### src/rtl/picosoc_mem_ctrl.sv
// rtl/picosoc_mem_ctrl.sv - CPU/loader arbiter and front-end for the on-chip firmware RAM
module picosoc_mem_ctrl #(
    parameter int unsigned WORDS     = 256,
    parameter logic [31:0] BASE_ADDR = 32'h0000_0000
) (
    input  logic        clk,
    input  logic        resetn,

    input  logic        mem_valid,
    input  logic [31:0] mem_addr,
    input  logic [31:0] mem_wdata,
    input  logic [3:0]  mem_wstrb,
    output logic        mem_ready,
    output logic [31:0] mem_rdata,

    input  logic        ld_valid,
    input  logic        ld_we,
    input  logic [21:0] ld_addr,
    input  logic [31:0] ld_wdata,
    output logic        ld_ready,
    output logic [31:0] ld_rdata,

    output logic [3:0]  ram_wen,
    output logic [21:0] ram_addr,
    output logic [31:0] ram_wdata,
    input  logic [31:0] ram_rdata
);

    localparam int AW = $clog2(WORDS);

    typedef enum logic {IDLE, RESP} state_t;
    typedef enum logic {GNT_CPU, GNT_LD} gnt_t;

    state_t      state;
    gnt_t        cur;
    gnt_t        last_grant;
    logic [21:0] addr_q;

    logic        cpu_hit;
    logic        cpu_req;
    logic        ld_req;
    logic        grant_cpu;
    logic        grant_ld;
    logic [21:0] cpu_word;
    logic [21:0] ld_word;
    logic        unused_bits;

    assign unused_bits = ^{mem_addr[1:0], ld_addr};

    // Requests are qualified by resetn so the RAM port is quiet while reset is held.
    always_comb begin
        cpu_hit   = mem_valid && (mem_addr[31:AW+2] == BASE_ADDR[31:AW+2]);
        cpu_req   = resetn && cpu_hit && (state == IDLE);
        ld_req    = resetn && ld_valid && (state == IDLE);
        grant_cpu = cpu_req && (!ld_req || (last_grant == GNT_LD));
        grant_ld  = ld_req && !grant_cpu;

        cpu_word           = '0;
        cpu_word[AW-1:0]   = mem_addr[AW+1:2];
        ld_word            = '0;
        ld_word[AW-1:0]    = ld_addr[AW-1:0];
    end

    always_comb begin
        ram_wen   = 4'h0;
        ram_wdata = 32'h0;
        ram_addr  = (state == RESP) ? addr_q : 22'h0;
        if (grant_cpu) begin
            ram_wen   = mem_wstrb;
            ram_wdata = mem_wdata;
            ram_addr  = cpu_word;
        end else if (grant_ld) begin
            ram_wen   = ld_we ? 4'hF : 4'h0;
            ram_wdata = ld_wdata;
            ram_addr  = ld_word;
        end
    end

    // Readies decode registered state only; rdata is gated to zero outside the pulse.
    assign mem_ready = (state == RESP) && (cur == GNT_CPU);
    assign ld_ready  = (state == RESP) && (cur == GNT_LD);
    assign mem_rdata = mem_ready ? ram_rdata : 32'h0;
    assign ld_rdata  = ld_ready  ? ram_rdata : 32'h0;

    always_ff @(posedge clk or negedge resetn) begin
        if (!resetn) begin
            state      <= IDLE;
            cur        <= GNT_LD;
            last_grant <= GNT_LD;
            addr_q     <= 22'h0;
        end else begin
            case (state)
                IDLE: begin
                    if (grant_cpu || grant_ld) begin
                        state      <= RESP;
                        cur        <= grant_cpu ? GNT_CPU : GNT_LD;
                        last_grant <= grant_cpu ? GNT_CPU : GNT_LD;
                        addr_q     <= ram_addr;
                    end
                end
                RESP: begin
                    state <= IDLE;
                end
                default: begin
                    state <= IDLE;
                end
            endcase
        end
    end

endmodule

### config.mk
export PLATFORM = sky130hd
export DESIGN_NAME = picosoc_mem_ctrl
export DESIGN_NICKNAME = d
export VERILOG_FILES = /design/src/rtl/picosoc_mem_ctrl.sv
export SDC_FILE = /design/constraint.sdc
export NUM_CORES = 1
export LEC_CHECK = 0
export ABC_CLOCK_PERIOD_IN_PS = 1700
export CORE_AREA = 2 2 109 111
export DETAILED_ROUTE_END_ITERATION = 7
export DIE_AREA = 0 0 111 113
export PLACE_DENSITY = 0.67
export SYNTH_ARGS = -nofsm -noshare
export SYNTH_HDL_FRONTEND = slang
export SYNTH_SLANG_ARGS = --single-unit
### constraint.sdc
create_clock -name clk -period 1.7 [get_ports clk]
set_input_delay 0.17 -clock clk [delete_from_list [all_inputs] [get_ports clk]]
set_output_delay 0.17 -clock clk [all_outputs]
set_load 0.005 [all_outputs]
# --- Word level (Yosys, flattened, before mapping) ---
# Index checks and enable logic that the tools add are counted.
totals:
  register_bits: 24
  input_bits: 159
  output_inout_bits: 124
  elab_cells: 33
op_classes:
  mux: 13
  bitwise: 2
  n_reduce_logical: 15
op_table:
  columns: ["operator", "count"]
  rows:
  - ["32-bit 2-to-1 mux", 4]
  - ["22-bit 2-to-1 mux", 3]
  - ["22-bit zero test", 1]
  - ["4-bit 2-to-1 mux", 3]
  - ["1-bit logical AND", 9]
  - ["1-bit zero test", 2]
  - ["1-bit logical OR", 2]
  - ["1-bit 2-to-1 mux", 2]
  - ["1-bit inverter", 2]
  - ["1-bit one-hot mux with 2 select lines", 1]
  - ["2-bit AND reduction", 1]

# --- Longest topological paths before layout ---
depth:
  word_depth: 10
  mapped_depth: 6
  ltp_nobuf: 4

# --- Least setup slack after synthesis ---
# No wires, ideal clock.
synth_path:
  path_kind: "flip-flop to output port"
  from: "register state"
  to: "output port ram_addr[7]"
  arrival_time_ns: 1.540
  required_ns: 1.530
  setup_slack_ns: -0.010
  stages_incl_launch_ff: 6
  n_path_buf: 1
  path_cell_list: "dfrtp_1 > nand3b_1 > nor2_1 > clkbuf_1 > nor4_1 > o21ba_1"
synth_between:
  elab_chain_cells: 9
  elab_cells_between_ends: 11
  classes_between: "mux: 3; bitwise: 1; reduce/logical: 7"
synth_lines:
  columns: ["element", "line", "source"]
  rows:
  - ["start, declared", "34", "state_t state;"]
  - ["start signal, assigned", "87", "state <= IDLE;"]
  - ["start signal, assigned", "95", "state <= RESP;"]
  - ["start signal, assigned", "102", "state <= IDLE;"]
  - ["1-bit inverter (no source line)", null, null]
  - ["1-bit logical AND", "54", "ld_req = resetn && ld_valid && (state == IDLE);"]
  - ["1-bit zero test", "55", "grant_cpu = cpu_req && (!ld_req || (last_grant == GNT_LD));"]
  - ["1-bit logical OR", "55", null]
  - ["1-bit logical AND", "55", null]
  - ["1-bit zero test", "56", "grant_ld = ld_req && !grant_cpu;"]
  - ["1-bit logical AND", "56", null]
  - ["22-bit 2-to-1 mux", "72", "end else if (grant_ld) begin"]
  - ["22-bit 2-to-1 mux *", "68", "if (grant_cpu) begin"]
  - ["end, declared", "24", "output logic [21:0] ram_addr,"]
# Every way passes the cells marked *; elsewhere a longest branch is shown, timed or not.

# --- Final worst setup path ---
layout_path:
  from: "register state"
  to: "output port ram_wdata[14]"
layout_between:
  elab_chain_cells: 9
  elab_cells_between_ends: 10
  classes_between: "mux: 2; bitwise: 1; reduce/logical: 7"
layout_lines:
  columns: ["element", "line", "source"]
  rows:
  - ["1-bit inverter (no source line) *", null, null]
  - ["1-bit logical AND", "54", null]
  - ["1-bit zero test", "55", null]
  - ["1-bit logical OR", "55", null]
  - ["1-bit logical AND", "55", null]
  - ["1-bit zero test", "56", null]
  - ["1-bit logical AND", "56", null]
  - ["32-bit 2-to-1 mux", "72", null]
  - ["32-bit 2-to-1 mux *", "68", null]
  - ["end, declared", "25", "output logic [31:0] ram_wdata,"]
# Marked as above.

==> out/qor.yml <==
critical_path:
  r2r-start: "state$_DFF_PN0_"
  crit_top_cell: "buf_6"
  cp-start-kind: "register"
  slowest_delay_ns: 0.40
  crit_required_ns: 1.53
  worst_ep_arrival_time_ns: 2.12
  critPathMaxFanout: 5
  r2r_setup_slack_ns: -0.22
  reg2regPathDepth: 10
  crit_start: "state$_DFF_PN0_"
  crit_slowest_cell: "dfrtp_1"
  crit_chain: "buf_6 > nand3b_1 > nor2_4 > nor4_4 > buf_4 > buf_12 > buf_8 > buf_6 > a22o_1 > buf_2"
  cp-end-kind: "output pin"
  crit_path_end: "ram_wdata[14]"
  reg2reg_to: "addr_q[7]$_DFFE_PN0P_"
  setup.worst_path.class: "reg -> out"
power_and_ir_drop:
  clockPowerShare_pct: 28.7
  swShare_pct: 24.6
  power_density_mw_per_mm2: 335
  power_mw: 2.30
  power_frac_seq_pct: 28.3
  switchingPower_mw: 0.565
  p_int_mw: 1.73
  p_comb_share_pct: 43.0
  peakVddDrop_v: 0.000472
  leakagePower_nw: 3.25
floorplanning:
  die_y_um: 113
  die_area_mm2: 0.0125
  core_mm2: 0.0113
  dieWidth_um: 111
  ios: 283
  initial_core_util_pct: 20.0
  num_rows: 39
outcome:
  violations: "negative setup slack"
  status: "finished, violations left"
clocking:
  htree_levels: 1
  cts_tree: "done"
  clkTransAtPathRegs_ns: 0.06
  clock_path_buffers: 2
  cts_buffers: 3
  cts_num_sinks: 24
  insertion_delay_ns: 0.25
  cts_root_buf: "clkbuf_16"
sta:
  tightest_slew_ns: 0.296
  setup_viol_count_final: 128
  max_freq_mhz: 438
  slew_violations: 0
  period_share_pct: 134
  hold_violations: 0
  clock_skew_ns: 0.00506
  rsz0062_at_grt: "yes"
  setup_ws_ns: -0.585
  maxSlewHeadroom_pct: 80.1
  min_period_ns: 2.29
  final.setup.tns_ns: -36.86
route:
  drtIter0Drc: 216
  wl_mm: 15.2
  wire_per_inst_um: 19.8
  vias: 3763
  antenna_left: 0
  drc: 0
  dr.pass1.iters: 5
  vias_per_cell: 4.89
final_layout:
  regArea_um2: 602
  syn_to_final_growth_pct: 204
  fin_nets: 786
  final_cell_mix: "clkdlybuf4s50_1, buf_6, buf_2, buf_4, a22o_1"
  mostFrequentLayoutCell: "clkdlybuf4s50_1"
  nFillCells: 893
  fin_area_mm2: 0.00686
  multi_input_area_mm2: 0.00200
  postLayoutCoreUtil_pct: 60.8
  layout-drive-gt1-share_pct: 57.2
  finalNonFillerCells: 770
grt:
  grt_pass1_vias: 3767
  grt-ovfl-total: 0
  antenna_found_initial: 1
  grt_max_degree: 26
  grt_usage_pct: 20.5
  grt_pass1_wl_mm: 20.7
synth:
  synth-seq-cells: 24
  synth_cell_types: 31
  yosys_warnings: 0
  yosysTopAreaCellShare_pct: 25.5
  synthCells: 257
  synth_area_mm2: 0.00225
  syn_nets: 416
  yosys.area.top_type: "dfrtp_1"
  syn_area_per_cell_um2: 8.77
  synth.area.top_cells: "dfrtp_1, a22o_1, and2_1"
  synth.yosys.seq_area_share_pct: 26.7
run:
  maxCapViolations: 0
placement:
  place_inst: 681
  port_buffers: 266
  dpl.hpwl_mm: 9.29
  place_congestion: 0.937
  place_area_mm2: 0.00531
hold_path:
  hp-class: "in -> async"
[synth_stat cells]
master	count
a211oi_1	8
or3_1	1
and4_1	4
and3b_1	1
nor4_2	1
nor4b_2	1
nor4_4	4
a22oi_1	3
nand3_1	1
dfstp_2	1
buf_6	4
dfrtp_1	23
nor4_1	13
nor2b_1	2
nand4_4	1
a21oi_1	9
buf_2	6
nand3b_1	1
inv_1	1
o21ba_1	5
clkbuf_1	20
a21boi_0	3
nand4b_1	1
nor3_1	1
nand2_1	4
a31oi_4	1
and4b_1	1
a22o_1	41
nor2_1	2
and2_1	47
and3_1	46
[state kept, by name (all words and copies together) (netlist names)]
signal / cells
addr_q: 22
cur: 1
state: 1
[what timing repair did]
item                                    CTS  global route
pin swaps                                42            48
hold buffers                              0             0
endpoints found under the hold margin     0             0
endpoints found under the setup margin  146           146
resized for setup                       429           300
cloned                                   15             6
setup buffers                            41            31
[per-layer routing]
layer	GRT usage [%]	part of all wire, %	routed length [um]
met3	2.57	5.4	816
met5	0	0	0
met1	24.7	39	5980
met4	6.08	2.3	354
met2	38.0	53	8080
[worst min-delay path by stage]
stage,endpoint,depth (start not counted)
finish,addr_q[4]$_DFFE_PN0P_,4
CTS,addr_q[4]$_DFFE_PN0P_,4
floorplan,addr_q[0]$_DFFE_PN0P_,0
detailed placement,state$_DFF_PN0_,2
global route,addr_q[4]$_DFFE_PN0P_,4
global placement,state$_DFF_PN0_,2
[metrics by stage]
step                setup WS (ns)  hold slack (ns)
floorplan                  0.0187           -0.126
global placement           -0.917            0.483
global route               -0.637            0.189
detailed placement         -0.919            0.491
CTS                        -0.549            0.165
finish                     -0.585            0.170
[area by class of cell]
cell class              instances  area share (%)
repair buffers                395            57.8
multi-input cells             202            29.2
flip-flops and latches         24            8.78
well taps                     143            2.61
clock buffers                   3            1.09
clock inverters                 1           0.438
inverters                       1          0.0547
diodes                          1          0.0365
[worst max-delay path: cells and delay by family, from the launching register on]
family / cells / cell delay [ns]
buf+inv: 6 / 0.75
simple gates: 3 / 0.51
flops: 1 / 0.40
compound gates: 1 / 0.19
[power by group through the flow]
stage	logic (mW)	registers (mW)	clock network (mW)
floorplan	0.209	0.642	0
global placement	0.802	0.650	0
detailed placement	0.812	0.649	0
CTS	0.855	0.646	0.664
global route	1.05	0.656	0.695
finish	0.989	0.650	0.660
[logic make-up (layout without fill, tap and decap cells)]
| group | after synthesis | in the layout | synth area share (%) |
|---|---|---|---|
| flops | 24 | 24 | 26.7 |
| simple gates | 132 | 132 | 40.7 |
| buf+inv | 31 | 400 | 6.83 |
| compound gates | 70 | 70 | 25.7 |
| other cells | 0 | 1 | 0 |
No activity file was read; power rests on OpenSTA's default activity.
